<file path="src/rtl/key_stepper.sv">
// Pushbutton stepper: synchronises and debounces KEY, steps a 3-bit position on
// each accepted press and auto-repeats while held; SW selects the step direction.
//
// state        | meaning
// -------------+----------------------------------------------------------
// IDLE         | key released, waiting for the synchronised key to go low
// PRESS_WAIT   | key low, must stay low DEBOUNCE_CYCLES before first step
// HELD         | first step taken, counting REPEAT_DELAY to first repeat
// REPEAT       | auto-repeating, one step every REPEAT_PERIOD cycles
// RELEASE_WAIT | key high, must stay high DEBOUNCE_CYCLES before IDLE
module key_stepper #(
    parameter int DEBOUNCE_CYCLES = 1000000,
    parameter int REPEAT_DELAY    = 25000000,
    parameter int REPEAT_PERIOD   = 5000000,
    parameter int CNT_W           = 32
) (
    input  logic       clk,
    input  logic       rst_n,
    input  logic       key,
    input  logic       sw,
    output logic       step,
    output logic [2:0] pos,
    output logic [7:0] LED
);

    localparam logic [2:0] IDLE         = 3'd0;
    localparam logic [2:0] PRESS_WAIT   = 3'd1;
    localparam logic [2:0] HELD         = 3'd2;
    localparam logic [2:0] REPEAT       = 3'd3;
    localparam logic [2:0] RELEASE_WAIT = 3'd4;

    localparam logic [CNT_W-1:0] DB_LAST  = CNT_W'(DEBOUNCE_CYCLES - 1);
    localparam logic [CNT_W-1:0] RD_LAST  = CNT_W'(REPEAT_DELAY - 1);
    localparam logic [CNT_W-1:0] RP_LAST  = CNT_W'(REPEAT_PERIOD - 1);

    logic             key_m, key_s;
    logic             sw_m, sw_s;
    logic [2:0]       state, state_nxt;
    logic [CNT_W-1:0] timer, timer_nxt;
    logic             fire;

    always_ff @(posedge clk or negedge rst_n) begin
        if (!rst_n) begin
            key_m <= 1'b1;
            key_s <= 1'b1;
            sw_m  <= 1'b1;
            sw_s  <= 1'b1;
        end else begin
            key_m <= key;
            key_s <= key_m;
            sw_m  <= sw;
            sw_s  <= sw_m;
        end
    end

    always_comb begin
        state_nxt = state;
        timer_nxt = timer + 1'b1;
        fire      = 1'b0;
        case (state)
            IDLE: begin
                timer_nxt = '0;
                if (!key_s) state_nxt = PRESS_WAIT;
            end
            PRESS_WAIT: begin
                if (key_s) begin
                    state_nxt = IDLE;
                    timer_nxt = '0;
                end else if (timer == DB_LAST) begin
                    fire      = 1'b1;
                    state_nxt = HELD;
                    timer_nxt = '0;
                end
            end
            HELD: begin
                if (key_s) begin
                    state_nxt = RELEASE_WAIT;
                    timer_nxt = '0;
                end else if (timer == RD_LAST) begin
                    fire      = 1'b1;
                    state_nxt = REPEAT;
                    timer_nxt = '0;
                end
            end
            REPEAT: begin
                if (key_s) begin
                    state_nxt = RELEASE_WAIT;
                    timer_nxt = '0;
                end else if (timer == RP_LAST) begin
                    fire      = 1'b1;
                    timer_nxt = '0;
                end
            end
            RELEASE_WAIT: begin
                // A bounce low restarts the release debounce but never re-arms a repeat.
                if (!key_s) begin
                    timer_nxt = '0;
                end else if (timer == DB_LAST) begin
                    state_nxt = IDLE;
                    timer_nxt = '0;
                end
            end
            default: begin
                state_nxt = IDLE;
                timer_nxt = '0;
            end
        endcase
    end

    always_ff @(posedge clk or negedge rst_n) begin
        if (!rst_n) begin
            state <= IDLE;
            timer <= '0;
            step  <= 1'b0;
            pos   <= 3'd0;
        end else begin
            state <= state_nxt;
            timer <= timer_nxt;
            step  <= fire;
            if (fire) pos <= sw_s ? pos + 3'd1 : pos - 3'd1;
        end
    end

    // Position 0 lights the leftmost LED.
    always_comb LED = 8'h80 >> pos;

endmodule

</file>
<file path="config.mk">
export PLATFORM = sky130hd
export DESIGN_NAME = key_stepper
export DESIGN_NICKNAME = d
export VERILOG_FILES = /design/src/rtl/key_stepper.sv
export SDC_FILE = /design/constraint.sdc
export NUM_CORES = 1
export LEC_CHECK = 0
export ABC_AREA = 1
export BUFFER_PORTS_ARGS = -buffer_cell sky130_fd_sc_hd__buf_4
export CAP_MARGIN = 10
export CELL_PAD_IN_SITES_DETAIL_PLACEMENT = 2
export CELL_PAD_IN_SITES_GLOBAL_PLACEMENT = 2
export CORE_MARGIN = 1
export CORE_UTILIZATION = 35
export DETAILED_ROUTE_END_ITERATION = 16
export PLACE_DENSITY = 0.82
export SLEW_MARGIN = 0
export SYNTH_ARGS = -nofsm -noshare
export SYNTH_HDL_FRONTEND = slang
export SYNTH_SLANG_ARGS = --single-unit
</file>
<file path="constraint.sdc">
create_clock -name clk -period 2 [get_ports clk]
set_input_delay 0.3 -clock clk [delete_from_list [all_inputs] [get_ports clk]]
set_output_delay 0.3 -clock clk [all_outputs]
set_load 0.03 [all_outputs]
</file>
==> results.toml <==
[sta]
period_share = 0.943
finalSetupViolCount = 0
whs_ps = -16.1
finalSetupTns_ps = 0
final.setup_skew_ps = 12.5
worst_pin_slew_ps = 574
max_freq_mhz = 530
hold_viol_final = 11
layout_setup_ws_ps = 115
relSlewSlack = 0.617
maxSlewViolCount = 0
period_needed_ps = 1890

[worst_setup_path]
cp-end-kind = "flip-flop"
regToRegSetupSlack_ps = 110
rr_startpoint = "timer[0]"
cp.arrival_ps = 2080
crit_type = "flip-flop to flip-flop"
cp.required_ps = 2190
crit_fanout = 17
start_kind = "flip-flop"
r2r_cells = 11
worstReg2RegEnd = "timer[26]"

[yosys]
ys_types = 26
syn_area_per_cell_um2 = 6.94
synth_nets = 430
ys_seq_area_frac = 0.367
ys_warn_count = 0
ys_seq_elements = 43
syn_area_mm2 = 0.00294
synth_cells = 424

[layout]
diodes = 0
syn2layout_area_growth_pct = 14.6
n_fill_cell = 999
multi_input_area_mm2 = 0.00168
utilization = 0.413
design_area_mm2 = 0.00337
register_area_mm2 = 0.00108
drive_above_1_share = 0.152
num-nets-final = 460

[run_status]
violations = "negative hold slack"
status = "finished with violations"

[global_route]
antenna_found_initial = 0
grt_first_pass_wirelength_um = 16900
grt_remaining_overflow = 0
grt_max_degree = 44
grt_pass1_vias = 3235
track_usage = 0.253

[detailed_routing]
drtIter0Drc = 108
routed_via_density = 5.24
wire_per_inst_um = 18.5
ant_nets = 0
drc = 0
firstDrtPassIters = 4
totalWireLength_um = 10400
via_count = 2936

[placement]
placement.io_buffers = 15
finalWeightedCongestion = 0.826
place_ws_ps = 33.9
dp_hpwl_um = 8110
dpl_cell_area_mm2 = 0.00325

[clocking]
cts_buffer_depth = 2
htree_levels = 2
clock-root-buffer = "clkbuf_8"
clkLatencyLatePin_ps = 300
cts.clk_slew.worst_paths_ps = 90
numCtsBuffers = 5
cts_tree = "yes"
clock_sink_count = 43

[power_and_ir_drop]
p_per_area_mw_per_mm2 = 626
combPwrFrac = 0.285
p_int_mw = 1.37
power.share.clock = 0.265
p_leak_nw = 1.36
fin_total_pwr_mw = 2.11
p_sw_frac = 0.350
pwr-share-seq = 0.449
p_sw_mw = 0.740
vdd_ir_drop_max_uv = 271

[floorplan]
die_h_um = 93.7
pin_count = 16
initial_utilization = 0.360
dieArea_mm2 = 0.00878
coreArea_mm2 = 0.00818
fp-row-count = 33
die_width_um = 93.7

[worst_hold_path]
min_path_type = "input pin to asynchronous set/reset pin"

[flow_run]
drv_cap = 0
-- state kept, by name, summed over array words and instances (netlist names) --
name / flops
key_s: 1
sw_m: 1
step: 1
sw_s: 1
timer: 32
key_m: 1
pos: 3
state: 3
-- metal layers --
layer	part of all wire	vias up	track usage	routed length, um
li1	-	1400	-	-
met1	0.45	1475	0.322	4690
met2	0.51	47	0.453	5240
met3	0.026	14	0.0332	265
met4	0.015	0	0.0577	160
met5	0	-	0	0
-- critical path: stages (launching register included) --
cell and delay [ps]:
dfrtp_1 410, ha_4 180, nand3_4 120, nor2_4 110, nand2_1 110, nor2_2 160, nand2_2 90, nand2_2 90
nand2_4 90, nor2_8 160, buf_12 170, nor2_1 60
-- cell type report --
| type | count | area share |
|---|---|---|
| repair buffers | 29 | 0.0719 |
| inverters | 43 | 0.0478 |
| multi-input cells | 332 | 0.496 |
| flip-flops and latches | 43 | 0.321 |
| well taps | 105 | 0.0389 |
| clock buffers | 8 | 0.0237 |
-- repair_timing --
action | in CTS | in global routing
endpoints found under the setup margin | 0 | 33
hold buffers | 0 | 0
setup buffers | 0 | 2
gates resized for setup | 0 | 8
-- placed cells by master, fill, tap and decap left out, drive strengths merged --
| master | n |
|---|---|
| dfstp | 4 |
| fa | 1 |
| o21bai | 3 |
| dfrtp | 39 |
| buf | 29 |
| o2111ai | 5 |
| nor3 | 15 |
| ha | 1 |
| nor2 | 111 |
| o21ai | 1 |
| xor2 | 19 |
| inv | 43 |
| nand2 | 121 |
| nand3 | 23 |
| nand4 | 24 |
| clkbuf | 8 |
| xnor2 | 8 |
-- cell usage after synthesis (all sizes together) --
master / count / area [um^2]
buf: 4 / 41.3
clkbuf: 2 / 7.51
dfrtp: 39 / 976
dfstp: 4 / 105
fa: 1 / 20.0
ha: 1 / 12.5
inv: 43 / 161
nand2: 121 / 474
nand3: 23 / 128
nand4: 24 / 150
nor2: 111 / 480
nor3: 15 / 80.1
o2111ai: 5 / 43.8
o21ai: 1 / 5.00
o21bai: 3 / 22.5
xnor2: 8 / 70.1
xor2: 19 / 166
-- logic make-up after synthesis --
family | synth area share
simple gates | 0.446
buf+inv | 0.0714
flops | 0.367
xor+xnor | 0.0803
compound gates | 0.0242
fa+ha+maj | 0.0110
-- metrics by stage --
step / hold WS (ps) / std cells
global placement: 335 / 550
finish: -16.1 / 560
detailed placement: 344 / 550
global route: 14.7 / 560
CTS: 16.8 / 558
floorplan: 4.41 / 424
-- power groups by stage --
stage,clock network [mW],registers [mW],logic [mW]
finish,0.561,0.950,0.603
floorplan,0,0.949,0.377
detailed placement,0,0.961,0.573
global placement,0,0.960,0.534
global route,0.618,0.955,0.665
CTS,0.581,0.946,0.573
-- worst max-delay path by stage --
stage	endpoint	start	depth (start not counted)	slack (ps)
finish	timer[26]	timer[0]	11	110
global placement	timer[26]	timer[0]	11	160
floorplan	LED[0]	pos[2]	3	120
global route	timer[26]	timer[0]	11	-20
detailed placement	state[1]	timer[0]	11	30
CTS	state[1]	timer[0]	11	1
(Power assumes the default switching activity.)
